**src/rtl/btle_phy_arb_pkg.sv**
```systemverilog
// btle_phy_arb_pkg: shared FSM states, completion codes and op encodings for the PHY arbiter
package btle_phy_arb_pkg;
   typedef enum logic [2:0] {
      ST_IDLE,
      ST_GRANT,
      ST_TX_START,
      ST_TX_WAIT,
      ST_RX_WAIT,
      ST_DONE
   } arb_state_t;
   localparam logic [1:0] DS_TX_OK   = 2'b00;
   localparam logic [1:0] DS_RX_OK   = 2'b01;
   localparam logic [1:0] DS_RX_FAIL = 2'b10;
   localparam logic [1:0] DS_TIMEOUT = 2'b11;
   localparam logic OP_TX = 1'b0;
   localparam logic OP_RX = 1'b1;
endpackage

```
**src/rtl/btle_rr_arbiter.sv**
```systemverilog
// btle_rr_arbiter: picks the winning requester, fixed priority from 0 or round-robin from a pointer
module btle_rr_arbiter #(
   parameter int N_SRC = 3,
   localparam int IW = (N_SRC > 2) ? $clog2(N_SRC) : 1
) (
   input  logic             rr_mode,
   input  logic [N_SRC-1:0] req,
   input  logic [IW-1:0]    ptr,
   output logic [IW-1:0]    winner,
   output logic             valid
);
   logic [IW-1:0]    start;
   logic [N_SRC-1:0] rot;
   logic [IW:0]      sum;
   // rotate requests so the search origin sits at bit 0, take the lowest set bit, then undo the rotation
   always_comb begin
      start = rr_mode ? ptr : '0;
      rot = N_SRC'({req, req} >> start);
      valid = 1'b0;
      sum = '0;
      for (int i = N_SRC - 1; i >= 0; i--)
         if (rot[i]) begin
            sum = {1'b0, start} + (IW+1)'(i);
            valid = 1'b1;
         end
      winner = IW'((sum >= (IW+1)'(N_SRC)) ? sum - (IW+1)'(N_SRC) : sum);
   end
endmodule

```
**src/rtl/btle_phy_arbiter.sv**
```systemverilog
// btle_phy_arbiter: shares one BTLE PHY between N_SRC requesters, sequencing TX/RX ops under a watchdog
module btle_phy_arbiter
   import btle_phy_arb_pkg::*;
#(
   parameter int N_SRC = 3,
   parameter int CFG_W = 128,
   parameter int TIMEOUT_W = 16,
   parameter int ARB_MODE = 0,
   localparam int OW = (N_SRC > 2) ? $clog2(N_SRC) : 1
) (
   input  logic                   clk,
   input  logic                   rst_n,
   input  logic [N_SRC-1:0]       src_req,
   input  logic [N_SRC-1:0]       src_op,
   input  logic [N_SRC*CFG_W-1:0] src_cfg,
   output logic [N_SRC-1:0]       src_grant,
   output logic [N_SRC-1:0]       src_done,
   output logic [1:0]             done_status,
   input  logic [TIMEOUT_W-1:0]   timeout_cycles,
   output logic [CFG_W-1:0]       phy_cfg,
   output logic                   phy_tx_start,
   output logic                   phy_rx_en,
   input  logic                   phy_tx_done,
   input  logic                   phy_rx_decode_end,
   input  logic                   phy_rx_crc_ok,
   output logic                   busy,
   output logic [OW-1:0]          owner
);
   arb_state_t           state;
   logic                 op_q;
   logic [OW-1:0]        rr_ptr;
   logic [OW-1:0]        winner;
   logic                 arb_valid;
   logic [TIMEOUT_W-1:0] wd;
   logic [TIMEOUT_W-1:0] wd_next;
   logic                 fin;
   logic [1:0]           fin_status;
   logic [CFG_W-1:0]     cfg_arr [N_SRC];

   for (genvar g = 0; g < N_SRC; g++) begin : g_cfg
      assign cfg_arr[g] = src_cfg[g*CFG_W +: CFG_W];
   end

   btle_rr_arbiter #(.N_SRC(N_SRC)) u_arb (
      .rr_mode (ARB_MODE != 0),
      .req     (src_req),
      .ptr     (rr_ptr),
      .winner  (winner),
      .valid   (arb_valid)
   );

   // wait-state exit decision: a PHY completion beats a watchdog expiry landing in the same cycle
   always_comb begin
      wd_next = wd + 1'b1;
      fin = 1'b0;
      fin_status = DS_TIMEOUT;
      if (state == ST_TX_WAIT && phy_tx_done) begin
         fin = 1'b1;
         fin_status = DS_TX_OK;
      end else if (state == ST_RX_WAIT && phy_rx_decode_end) begin
         fin = 1'b1;
         fin_status = phy_rx_crc_ok ? DS_RX_OK : DS_RX_FAIL;
      end else if ((state == ST_TX_WAIT || state == ST_RX_WAIT) && timeout_cycles != '0 && wd_next == timeout_cycles)
         fin = 1'b1;
   end

   // operation sequencer; every output is a register updated here
   always_ff @(posedge clk or negedge rst_n) begin
      if (!rst_n) begin
         state        <= ST_IDLE;
         src_grant    <= '0;
         src_done     <= '0;
         done_status  <= DS_TX_OK;
         phy_cfg      <= '0;
         phy_tx_start <= 1'b0;
         phy_rx_en    <= 1'b0;
         busy         <= 1'b0;
         owner        <= '0;
         op_q         <= OP_TX;
         rr_ptr       <= '0;
         wd           <= '0;
      end else begin
         src_done     <= '0;
         phy_tx_start <= 1'b0;
         case (state)
            ST_IDLE:
               if (arb_valid) begin
                  state     <= ST_GRANT;
                  owner     <= winner;
                  src_grant <= N_SRC'(1) << winner;
                  phy_cfg   <= cfg_arr[winner];
                  op_q      <= src_op[winner];
                  busy      <= 1'b1;
                  rr_ptr    <= (winner == OW'(N_SRC - 1)) ? '0 : winner + 1'b1;
               end
            ST_GRANT: begin
               state        <= (op_q == OP_TX) ? ST_TX_START : ST_RX_WAIT;
               phy_tx_start <= (op_q == OP_TX);
               phy_rx_en    <= (op_q == OP_RX);
               wd           <= '0;
            end
            ST_TX_START: begin
               state <= ST_TX_WAIT;
               wd    <= '0;
            end
            ST_TX_WAIT, ST_RX_WAIT:
               if (fin) begin
                  state       <= ST_DONE;
                  src_done    <= src_grant;
                  done_status <= fin_status;
                  phy_rx_en   <= 1'b0;
               end else
                  wd <= wd_next;
            ST_DONE: begin
               state     <= ST_IDLE;
               src_grant <= '0;
               busy      <= 1'b0;
            end
            default: state <= ST_IDLE;
         endcase
      end
   end
endmodule

```
**config.mk**
```make
export PLATFORM = sky130hd
export DESIGN_NAME = btle_phy_arbiter
export DESIGN_NICKNAME = d
export VERILOG_FILES = /design/src/rtl/btle_phy_arb_pkg.sv /design/src/rtl/btle_rr_arbiter.sv /design/src/rtl/btle_phy_arbiter.sv
export SDC_FILE = /design/constraint.sdc
export NUM_CORES = 1
export LEC_CHECK = 0
export ABC_CLOCK_PERIOD_IN_PS = 8200
export BUFFER_PORTS_ARGS = -buffer_cell sky130_fd_sc_hd__buf_2
export CAP_MARGIN = 30
export CORE_AREA = 2 2 213 215
export DETAILED_ROUTE_END_ITERATION = 10
export DIE_AREA = 0 0 215 217
export GPL_ROUTABILITY_DRIVEN = 0
export REMOVE_ABC_BUFFERS = 1
export SYNTH_ARGS = -nofsm -noshare
export SYNTH_HDL_FRONTEND = slang
export SYNTH_SLANG_ARGS = --single-unit
```
**constraint.sdc**
```tcl
create_clock -name clk -period 8.2 [get_ports clk]
set_input_delay 2.46 -clock clk [delete_from_list [all_inputs] [get_ports clk]]
set_output_delay 2.46 -clock clk [all_outputs]
set_load 0.01 [all_outputs]
```
==> metrics.txt, run 1 <==
Detailed Place HPWL 27.65 mm; layout net count 2135; number of synthesized flops with an enable pin 0; Tmin final 4.687 ns; setup bufs post-CTS 0; Combinational Power Share 0.393; max-cap violation count 0; CTS Buf Count 17; Crit path required time 8.55 ns; CTS root buf clkbuf_16; Starting Density 0.2065; leak pwr 0.006588 uW; Max Slew Vio Count 0; Clock power frac 0.246; Async S/R FF share, synth 1.000; Fin. Hold Viols 0; Worst Path Max Fanout 12; RSZ-0062 raised after global routing false; clock-pin slew on the worst setup and hold paths 0.06 ns; via count between 10000 and 15000; Pwr Density about 280 nW/um2; area share of the leading cell type in the synthesized netlist 0.4365; post-synth top area cell dfrtp_1; status finished, final reports clean; worst relative slew slack 0.3350; Peak Freq 213.4 MHz; Hold Path Class reg2reg; Yosys reg bits 161; Cell Int Power 2271 uW; first-pass GRT wire length 55.86 mm; endpoint class of the critical path flip-flop; later-pin clock latency in the skew report 0.48 ns; initial DRC count 530; H-tree depth 4; DR WL/cell roughly 15 um; fin util 0.2942; RR Startpoint wd[0]; synthesis-to-finish area growth 42.47%; IO buf count 551; peak per-stage delay on the critical path roughly 0.62 ns; First-pass DRT Iterations 6; share of cells above drive strength 1 0.3493; sw frac 0.3900; cells after synthesis roughly 1200; Flop pwr share 0.362; die area 46660 um2; Sink Count 161; CTS tree yes; I/O pins 552; post-route ant nets 0; placement row count 78; Avg Inst Size Synth 7.402 um2; global route overflow 0; CP arrival approximately 5 ns; vias in the first global route 10400; Reg area slightly above 4000 um2; initial antenna violation count 8; switching power ~1500 uW; worst r2r dst wd[14]; period utilization 0.5716; largest net degree at the start of global routing 152; total chip power 3723 uW; Netlist Area Pre-Place about 9200 um2; synth unique cells 58; vias per cell 4.594; FF-to-FF setup slack between 4 and 5 ns; worst-margin pin slew 0.9938 ns; crit path from timeout_cycles[11]; Seq/Total Area, Yosys 0.4365; Total GRT Usage 0.1522; ys flop type dfrtp_1; Routed WL 35.93 mm; die outline height 217 um; core area 44700 um2; worst-case clock skew 0.01424 ns; Worst Reg2Reg Path Length in Cells 9; CP max stage cell a2111oi_4; Worst VDD drop 0.1660 mV; Synthesis Warnings 0; Die W 215 um; CP startpoint kind primary input; largest cells by area after synthesis dfrtp_1, nand2_1, a21oi_1, o21ai_0, clkbuf_1; clk buf depth 2; multi-input gate area in the final layout 4763 um2; cells along the critical path buf_2 > xnor2_1 > a211oi_1 > a32oi_1 > a2111o_1 > a2111oi_4 > nor2_1 > buf_6 > a221o_1; DRC errors left 0; CTS Hold Bufs 0; kind of critical path in2reg; crit path to wd[14]; Filler Cells Inserted 4947; final setup fails 0; post_cts resized 0
flip-flops by register name, summed over array words and instances, names as in the netlist:
| name | flops |
|---|---|
| busy | 1 |
| owner | 2 |
| phy_tx_start | 1 |
| wd | 16 |
| phy_rx_en | 1 |
| op_q | 1 |
| phy_cfg | 128 |
| done_status | 2 |
| state | 3 |
| src_done | 3 |
| src_grant | 3 |
critical path, delay by kind of cell:
family          cells  cell delay (ns)
buf+inv             2             0.34
xor+xnor            1             0.16
compound gates      5             1.78
simple gates        1             0.30
synthesized netlist by cell type, drive strengths merged, types with 2 or more instances:
cell type    n
a211o        2
and3        12
nand4b       2
o21ai      140
or3          3
xnor2       11
o211ai       2
nor3b        2
nor4         9
and4         3
nand3        5
nor2        15
a221o        9
nand2      408
a32oi        2
nor2b        5
a32o         5
a211oi       3
a22oi        3
or2          3
inv          8
o31ai        2
o311ai       2
and2         4
or4          4
xor2         6
buf         16
nand4        5
clkbuf      91
a21o         5
a21oi      263
nor3        17
o221ai       2
o21bai       2
dfrtp      161
cells by family (layout without fill, tap and decap cells):
logic type,after synthesis,in the layout,share of synthesized area
AO/OA/AOI/OAI,454,454,0.2702
other,0,4,0
buffers and inverters,115,603,0.05002
adder cells (fa/ha/maj),1,1,0.001355
flip-flops,161,161,0.4365
XOR/XNOR,17,17,0.01613
AND/OR/NAND/NOR,499,499,0.2258
power groups by stage:
stage / combinational [uW] / sequential, uW / clock (uW)
2_1_floorplan: 665 / 1490 / 0
3_3_place_gp: 1460 / 1340 / 0
3_5_place_dp: 1490 / 1350 / 0
4_1_cts: 1480 / 1350 / 948
5_1_grt: 1650 / 1390 / 980
6_report: 1460 / 1350 / 915
cells in the final DEF, fill, tap and decap left out, types with 2 or more instances in the layout:
cell / instances
a211o_1: 2
a211oi_1: 3
a21o_1: 5
a21oi_1: 263
a221o_1: 9
a22oi_1: 3
a32o_1: 5
a32oi_1: 2
and2_1: 4
and3_1: 12
and4_1: 3
buf_12: 2
buf_2: 550
buf_4: 9
buf_6: 2
bufinv_16: 6
clkbuf_1: 3
clkbuf_16: 17
clkinv_2: 2
dfrtp_1: 161
diode_2: 4
inv_1: 8
nand2_1: 408
nand3_1: 4
nand4_1: 3
nand4b_1: 2
nor2_1: 15
nor2b_1: 4
nor3_1: 17
nor4_1: 9
o211ai_1: 2
o21ai_0: 140
o21bai_1: 2
o31ai_1: 2
or2_2: 3
or3_1: 3
or4_1: 3
xnor2_1: 11
xor2_1: 6
layer usage:
layer / vias to the layer above / GRT usage / share of wire
met5: - / 0 / 0.00036
met4: 2 / 0.06897 / 0.032
met3: 67 / 0.05339 / 0.082
met2: 448 / 0.2382 / 0.46
met1: 4998 / 0.1886 / 0.42
li1: 5231 / - / -
how the worst min path moves through the flow:
stage	startpoint	endpoint	slack [ns]	cells past startpoint
6_report	phy_cfg[40]	phy_cfg[40]	0.47	2
4_1_cts	phy_cfg[69]	phy_cfg[69]	0.48	2
3_3_place_gp	phy_cfg[92]	phy_cfg[92]	0.46	2
2_1_floorplan	op_q	phy_tx_start	0.47	1
3_5_place_dp	phy_cfg[69]	phy_cfg[69]	0.46	2
5_1_grt	phy_cfg[17]	phy_cfg[17]	0.49	2
area by class of cell:
type | count | area share
clock buffer | 21 | 0.03425
timing repair buffer | 564 | 0.2213
tap | 600 | 0.05709
clock inverter | 10 | 0.01570
multi-input combinational | 971 | 0.3622
antenna | 4 | 0.0007612
sequential | 161 | 0.3064
inverter | 8 | 0.002284
metrics by stage:
| step | setup WS, ns | hold WS, ns | setup TNS, ns | cells | cell area [um2] |
|---|---|---|---|---|---|
| 2_1_floorplan | -9.457 | 0.4691 | -1167.67 | 1140 | 8798 |
| 3_3_place_gp | 3.081 | 0.4592 | 0 | 2302 | 12440 |
| 3_5_place_dp | 3.089 | 0.4648 | 0 | 2303 | 12460 |
| 4_1_cts | 3.628 | 0.4793 | 0 | 2334 | 13110 |
| 5_1_grt | 3.422 | 0.4943 | 0 | 2339 | 13150 |
| 6_report | 3.513 | 0.4700 | 0 | 2339 | 13150 |
Note: power is estimated with default switching activity, not from simulation.
==> inputs of run 2 (changes only) <==
--- a/config.mk
+++ b/config.mk
@@ -5,12 +5,12 @@
 export SDC_FILE = /design/constraint.sdc
 export NUM_CORES = 1
 export LEC_CHECK = 0
-export ABC_CLOCK_PERIOD_IN_PS = 8200
+export ABC_CLOCK_PERIOD_IN_PS = 3800
 export BUFFER_PORTS_ARGS = -buffer_cell sky130_fd_sc_hd__buf_2
 export CAP_MARGIN = 30
-export CORE_AREA = 2 2 213 215
+export CORE_AREA = 2 2 214 216
 export DETAILED_ROUTE_END_ITERATION = 10
-export DIE_AREA = 0 0 215 217
+export DIE_AREA = 0 0 216 218
 export GPL_ROUTABILITY_DRIVEN = 0
 export REMOVE_ABC_BUFFERS = 1
 export SYNTH_ARGS = -nofsm -noshare
==> constraint.sdc (replaced) <==
create_clock -name clk -period 3.8 [get_ports clk]
set_input_delay 1.14 -clock clk [delete_from_list [all_inputs] [get_ports clk]]
set_output_delay 1.14 -clock clk [all_outputs]
set_load 0.01 [all_outputs]
==> metrics.txt, run 2 (synthesis results as in run 1) <==
Most flops, register phy_cfg (unchanged); placement row count 78 (unchanged); Routed WL 36.73 mm (was 35.93 mm); synthesis-to-finish area growth 44.31% (was 42.47%); Pwr Density 596.9 nW/um2 (was 283.1 nW/um2); met1 GRT Util 0.1880 (was 0.1886); largest registers phy_cfg (128), wd (16) (unchanged); CP arrival 3.79 ns (was 5.04 ns); Crit path required time 4.21 ns (was 8.55 ns); Min-Delay Path Depth 2 (unchanged); later-pin clock latency in the skew report 0.48 ns (about the same); met2 GRT Util 0.2527 (was 0.2382); CTS Hold Bufs 0 (unchanged); DP Cell Count 2325 (was 2303); RR Startpoint wd[0] (unchanged); largest net degree at the start of global routing 86 (was 152); global route overflow 0 (unchanged); FF-to-FF setup slack 0.41 ns (was 4.42 ns); post_cts resized 0 (unchanged); leak pwr 0.006675 uW (was 0.006588 uW); post-route ant nets 0 (unchanged); First-pass DRT Iterations 5 (was 6); Starting Density 0.2056 (was 0.2065); Worst VDD drop 0.2692 mV (was 0.1660 mV); final setup fails 0 (unchanged); initial antenna violation count 5 (was 8); non-filler instance count after layout 2359 (was 2339); clk buf depth 2 (unchanged); clock-pin slew on the worst setup and hold paths 0.06 ns (about the same); IO buf count 551 (unchanged); vias per cell 4.502 (was 4.594); Total GRT Usage 0.1531 (was 0.1522); most common cell after layout, fill and taps aside buf_2 (unchanged); CTS Buf Count 17 (unchanged); DR WL/cell 15.57 um (was 15.36 um); cells along the critical path ha_1 > nand3_1 > nor4_1 > a221oi_1 > a211o_1 > a2111oi_4 > or3_1 > a221o_1 (was buf_2 > xnor2_1 > a211oi_1 > a32oi_1 > a2111o_1 > a2111oi_4 > nor2_1 > buf_6 > a221o_1); period utilization 0.8908; CP max stage cell or3_1 (was a2111oi_4); CTS root buf clkbuf_16 (unchanged); GR peak layer met2 (unchanged); worst relative slew slack 0.3513 (was 0.3350); share of cells above drive strength 1 0.3576 (was 0.3493); Tmin final 3.385 ns; via count 10620 (was 10750); total chip power 7950 uW (was 3723 uW); Detailed Place HPWL 28.71 mm (was 27.65 mm); kind of critical path reg2reg (was in2reg); WHS Endpoint phy_cfg[65] (was phy_cfg[40]); CP startpoint kind flip-flop (was primary input); Peak Freq slightly below 300 MHz; Fin. Hold Viols 0 (unchanged); CTS tree yes (unchanged); first-pass GRT wire length 55.88 mm (was 55.86 mm); Largest register FFs 128 (unchanged); layout net count 2156 (was 2135); Hold Path Class reg2reg (unchanged); commonest cells after routing, fill and taps aside buf_2, nand2_1, a21oi_1, dfrtp_1, o21ai_0 (unchanged); Worst Path Max Fanout 15 (was 12); die area 47090 um2 (was 46660 um2); core area 44890 um2 (was 44700 um2); DRC errors left 0 (unchanged); total negative slack 0 ns (unchanged); Sink Count 161 (unchanged); initial DRC count 599 (was 530); setup bufs post-CTS 0 (unchanged); worst r2r dst wd[7] (was wd[14]); Max Slew Vio Count 0 (unchanged); endpoint class of the critical path flip-flop (unchanged); worst-case clock skew 0.01743 ns (was 0.01424 ns); worst-margin pin slew 0.9695 ns (was 0.9938 ns); H-tree depth 4 (unchanged); peak per-stage delay on the critical path 0.55 ns (was 0.62 ns); die outline height 218 um (was 217 um); min-delay src phy_cfg[65] (was phy_cfg[40]); Die W 216 um (was 215 um); vias in the first global route 10120 (was 10400); Worst Reg2Reg Path Length in Cells 8 (was 9); M3 GR Usage 0.04798 (was 0.05339); I/O pins 552 (unchanged); RSZ-0062 raised after global routing false (unchanged); max-cap violation count 0 (unchanged); status finished, final reports clean (unchanged)
run 2: changes by cell type in the layout (fill, tap and decap cells not counted), sizes merged:
cell      before  now
buf          564  585
bufinv         6    3
clkinvlp       1    4
clkinv         2    3
diode          4    3
inv            9    8
run 2: per-layer routing:
| metal | wire (um) | vias up |
|---|---|---|
| li1 | - | 5279 |
| met1 | 15710 | 4888 |
| met2 | 17750 | 410 |
| met3 | 2644 | 44 |
| met4 | 620 | 0 |
| met5 | 0 | - |
run 2: power by group:
part	leakage [uW]	switching [uW]	internal (uW)
combinational	0.00436	2000	1280
clock	0.000281	735	1060
sequential	0.00204	421	2450
run 2: area by class of cell:
cell class | count | area, um2
diodes | 3 | 7.507
clock buffers | 21 | 460.4
clock inverters | 10 | 135.1
fillers | 4890 | 31570
inverters | 8 | 30.03
multi-input cells | 971 | 4763
flip-flops and latches | 161 | 4029
well taps | 600 | 750.7
repair buffers | 585 | 3144
run 2: worst max-delay path by stage:
stage | endpoint | depth (start not counted) | start | slack, ns
floorplan | src_grant[2] | 3 | src_req[0] | -12.54
global placement | wd[13] | 8 | timeout_cycles[8] | 0.20
detailed placement | wd[7] | 8 | timeout_cycles[8] | 0.20
CTS | wd[7] | 8 | wd[0] | 0.47
global route | wd[7] | 8 | wd[0] | 0.20
finish | wd[7] | 8 | wd[0] | 0.41
run 2: critical path: cells and delay by family, from the launching register on:
family                   cells  cell delay, ns
flip-flops                   1            0.52
adder cells (fa/ha/maj)      1            0.32
AO/OA/AOI/OAI                4            1.25
AND/OR/NAND/NOR              3            1.23
run 2: metrics by stage:
step	hold WS (ns)	area [um2]	setup slack (ns)	util
2_1_floorplan	0.4691	8798	-12.54	-
3_3_place_gp	0.4579	12720	0.1955	0.2833
3_5_place_dp	0.4642	12720	0.1987	0.2833
4_1_cts	0.4789	13310	0.4733	0.2965
5_1_grt	0.4983	13320	0.2049	0.2967
6_report	0.4720	13320	0.4148	0.2967
==> inputs of run 3 (changes only) <==
--- a/config.mk
+++ b/config.mk
@@ -8,11 +8,12 @@
 export ABC_CLOCK_PERIOD_IN_PS = 3800
 export BUFFER_PORTS_ARGS = -buffer_cell sky130_fd_sc_hd__buf_2
 export CAP_MARGIN = 30
-export CORE_AREA = 2 2 214 216
+export CORE_AREA = 2 2 215 217
 export DETAILED_ROUTE_END_ITERATION = 10
-export DIE_AREA = 0 0 216 218
-export GPL_ROUTABILITY_DRIVEN = 0
+export DIE_AREA = 0 0 217 219
 export REMOVE_ABC_BUFFERS = 1
+export SLEW_MARGIN = 20
 export SYNTH_ARGS = -nofsm -noshare
 export SYNTH_HDL_FRONTEND = slang
+export SYNTH_HIERARCHICAL = 1
 export SYNTH_SLANG_ARGS = --single-unit
==> metrics.txt, run 3 <==
Avg Inst Size Synth 8.383 um2 (was 7.402 um2); largest registers phy_cfg (128), wd (16) (unchanged); worst-margin pin slew 0.7268 ns (was 0.9695 ns); Detailed Place HPWL 31.58 mm (was 28.71 mm); vias in the first global route 10220 (was 10120); clk buf depth 2 (unchanged); CTS root buf clkbuf_16 (unchanged); later-pin clock latency in the skew report 0.50 ns (was 0.48 ns); largest net degree at the start of global routing 105 (was 86); First-pass DRT Iterations 5 (unchanged); Peak Freq 311.8 MHz (was 295.4 MHz); most common cell after layout, fill and taps aside buf_2 (unchanged); via count 10520 (was 10620); I/O pins 552 (unchanged); first-pass GRT wire length 58.17 mm (was 55.88 mm); DRC errors left 0 (unchanged); Netlist Area Pre-Place 9565 um2 (was 9230 um2); post-placement cell area 13250 um2 (was 12720 um2); final setup fails 0 (unchanged); period utilization 0.8440 (was 0.8908); Yosys reg bits 163 (was 161); Sink Count 163 (was 161); global route overflow 0 (unchanged); Hold Path Class reg2reg (unchanged); FF-to-FF setup slack 0.59 ns (was 0.41 ns); kind of critical path reg2reg (unchanged); CTS Hold Bufs 0 (unchanged); fin util 0.3078 (was 0.2967); worst relative slew slack 0.5154 (was 0.3513); setup bufs post-CTS 0 (unchanged); Seq/Total Area, Yosys 0.4264 (was 0.4365); Max Slew Vio Count 0 (unchanged); post-synth top area cell dfrtp_1 (unchanged); Synthesis Warnings 6 (was 0); CP max stage cell dfrtp_1 (was or3_1); routability cong. 0.9121; layout net count 2081 (was 2156); Routed WL 39.27 mm (was 36.73 mm); Fin. Hold Viols 0 (unchanged); leak pwr 0.006846 uW (was 0.006675 uW); endpoint class of the critical path flip-flop (unchanged); Worst VDD drop 0.3245 mV (was 0.2692 mV); worst-case clock skew 0.02303 ns (was 0.01743 ns); clock-pin slew on the worst setup and hold paths 0.07 ns (was 0.06 ns); peak per-stage delay on the critical path 0.49 ns (was 0.55 ns); vias per cell 4.607 (was 4.502); synth unique cells 61 (was 58); H-tree depth 4 (unchanged); initial DRC count 597 (was 599); WP buf/inv 0 (unchanged); area share of the leading cell type in the synthesized netlist 0.4264 (was 0.4365); ys flop type dfrtp_1 (unchanged); die area 47520 um2 (was 47090 um2); die outline height 219 um (was 218 um); Crit path required time 4.18 ns (was 4.21 ns); max-cap violation count 0 (unchanged); total negative slack 0 ns (unchanged); Most flops, register phy_cfg (unchanged); CTS Buf Count 17 (unchanged); Die W 217 um (was 216 um); Final Instance Area 13880 um2 (was 13320 um2); delay-heaviest family, CP compound AO/OA/AOI/OAI gates (unchanged); initial antenna violation count 12 (was 5); post-route ant nets 0 (unchanged); placement row count 78 (unchanged); most frequent CP cell nor2_1; Tmin final 3.207 ns (was 3.385 ns); DR WL/cell 17.19 um (was 15.57 um); core area 45090 um2 (was 44890 um2); post_cts resized 0 (unchanged); Async S/R FF share, synth 1.000 (unchanged); CTS tree yes (unchanged); number of synthesized flops with an enable pin 0 (unchanged); CP arrival 3.59 ns (was 3.79 ns); CP startpoint kind flip-flop (unchanged); Filler Cells Inserted 4848 (was 4890); IO buf count 551 (unchanged); synthesis-to-finish area growth 45.09% (was 44.31%); Pwr Density 727.9 nW/um2 (was 596.9 nW/um2); Worst Path Max Fanout 14 (was 15); cells along the critical path ha_1 > nand3_1 > nor2_1 > nor2_1 > o311ai_1 > a2111o_1 > nand3_2 > o41ai_1 (was ha_1 > nand3_1 > nor4_1 > a221oi_1 > a211o_1 > a2111oi_4 > or3_1 > a221o_1); most frequent cell after synthesis dfrtp_1 (was nand2_1); Starting Density 0.2121 (was 0.2056); status finished, final reports clean (unchanged); largest cells by area after synthesis dfrtp_1, mux2i_1, o21ai_0, a21oi_1, nand2_1 (was dfrtp_1, nand2_1, a21oi_1, o21ai_0, clkbuf_1); RSZ-0062 raised after global routing false (unchanged); Total GRT Usage 0.1611 (was 0.1531); commonest cells in the netlist dfrtp_1, nand2_1, nor2_1 (was nand2_1, a21oi_1, dfrtp_1); cells after synthesis 1141 (was 1247); share of cells above drive strength 1 0.3813 (was 0.3576); Largest register FFs 128 (unchanged); commonest cells after routing, fill and taps aside buf_2, dfrtp_1, nand2_1, nor2_1, o21ai_0 (was buf_2, nand2_1, a21oi_1, dfrtp_1, o21ai_0)
run 3: tightest hold or removal path, cell delays in order (launching register included):
cell and delay [ns]:
dfrtp_1 0.34, nand2_1 0.04, o21ai_0 0.06
run 3: routing by layer:
| layer | GRT usage | up-vias | share of wire |
|---|---|---|---|
| li1 | - | 5051 | - |
| met1 | 0.1879 | 4995 | 0.40 |
| met2 | 0.2782 | 412 | 0.50 |
| met3 | 0.05364 | 55 | 0.075 |
| met4 | 0.05137 | 10 | 0.021 |
| met5 | 0 | - | 0.0017 |
run 3: area by class of cell:
cell class	instances	area, um2	share of cell area
Clock inverter	13	175.2	0.01262
Tap cell	600	750.7	0.05409
Sequential cell	163	4079	0.2939
Inverter	13	48.80	0.003516
Clock buffer	19	442.9	0.03191
Multi-Input combinational cell	878	5117	0.3687
Antenna cell	3	7.507	0.0005409
Timing Repair Buffer	595	3257	0.2347
run 3: path summary, 6_finish.rpt:
| kind | start | to | cells after the start |
|---|---|---|---|
| setup / recovery | wd[0] | wd[12] | 8 |
| hold / removal | phy_cfg[79] | phy_cfg[79] | 2 |
| setup reg to reg | wd[0] | wd[12] | 8 |
| hold reg to reg | phy_cfg[79] | phy_cfg[79] | 2 |
| max in group asynchronous | rst_n | wd[0] | 2 |
| min in group asynchronous | rst_n | phy_cfg[107] | 1 |
run 3: metrics by stage:
stage / power [uW] / setup slack [ns] / hold WS [ns] / cells
floorplan: 6382 / -8.025 / 0.4252 / 1054
global placement: 8186 / 0.2081 / 0.4579 / 2249
detailed placement: 8306 / 0.1220 / 0.4599 / 2249
CTS: 10210 / 0.6046 / 0.4779 / 2281
global route: 10910 / 0.2133 / 0.4987 / 2282
finish: 10100 / 0.5928 / 0.4744 / 2284
run 3: power breakdown:
| part | internal, uW | switching, uW |
|---|---|---|
| clock | 1060 | 803 |
| sequential | 2490 | 475 |
| combinational | 2170 | 3110 |
| total | 5710 | 4390 |
run 3: cell families (layout without fill, tap and decap cells):
group | after synthesis | after routing | share of synthesized area
and+or+nand+nor | 377 | 377 | 0.1712
AOI/OAI and AO/OA | 344 | 344 | 0.2000
DFF | 163 | 163 | 0.4264
muxes | 133 | 133 | 0.1397
buffers and inverters | 103 | 640 | 0.04316
xor gates and xnor gates | 18 | 18 | 0.01648
adders and majority gates | 2 | 2 | 0.002616
other | 1 | 7 | 0.0003920
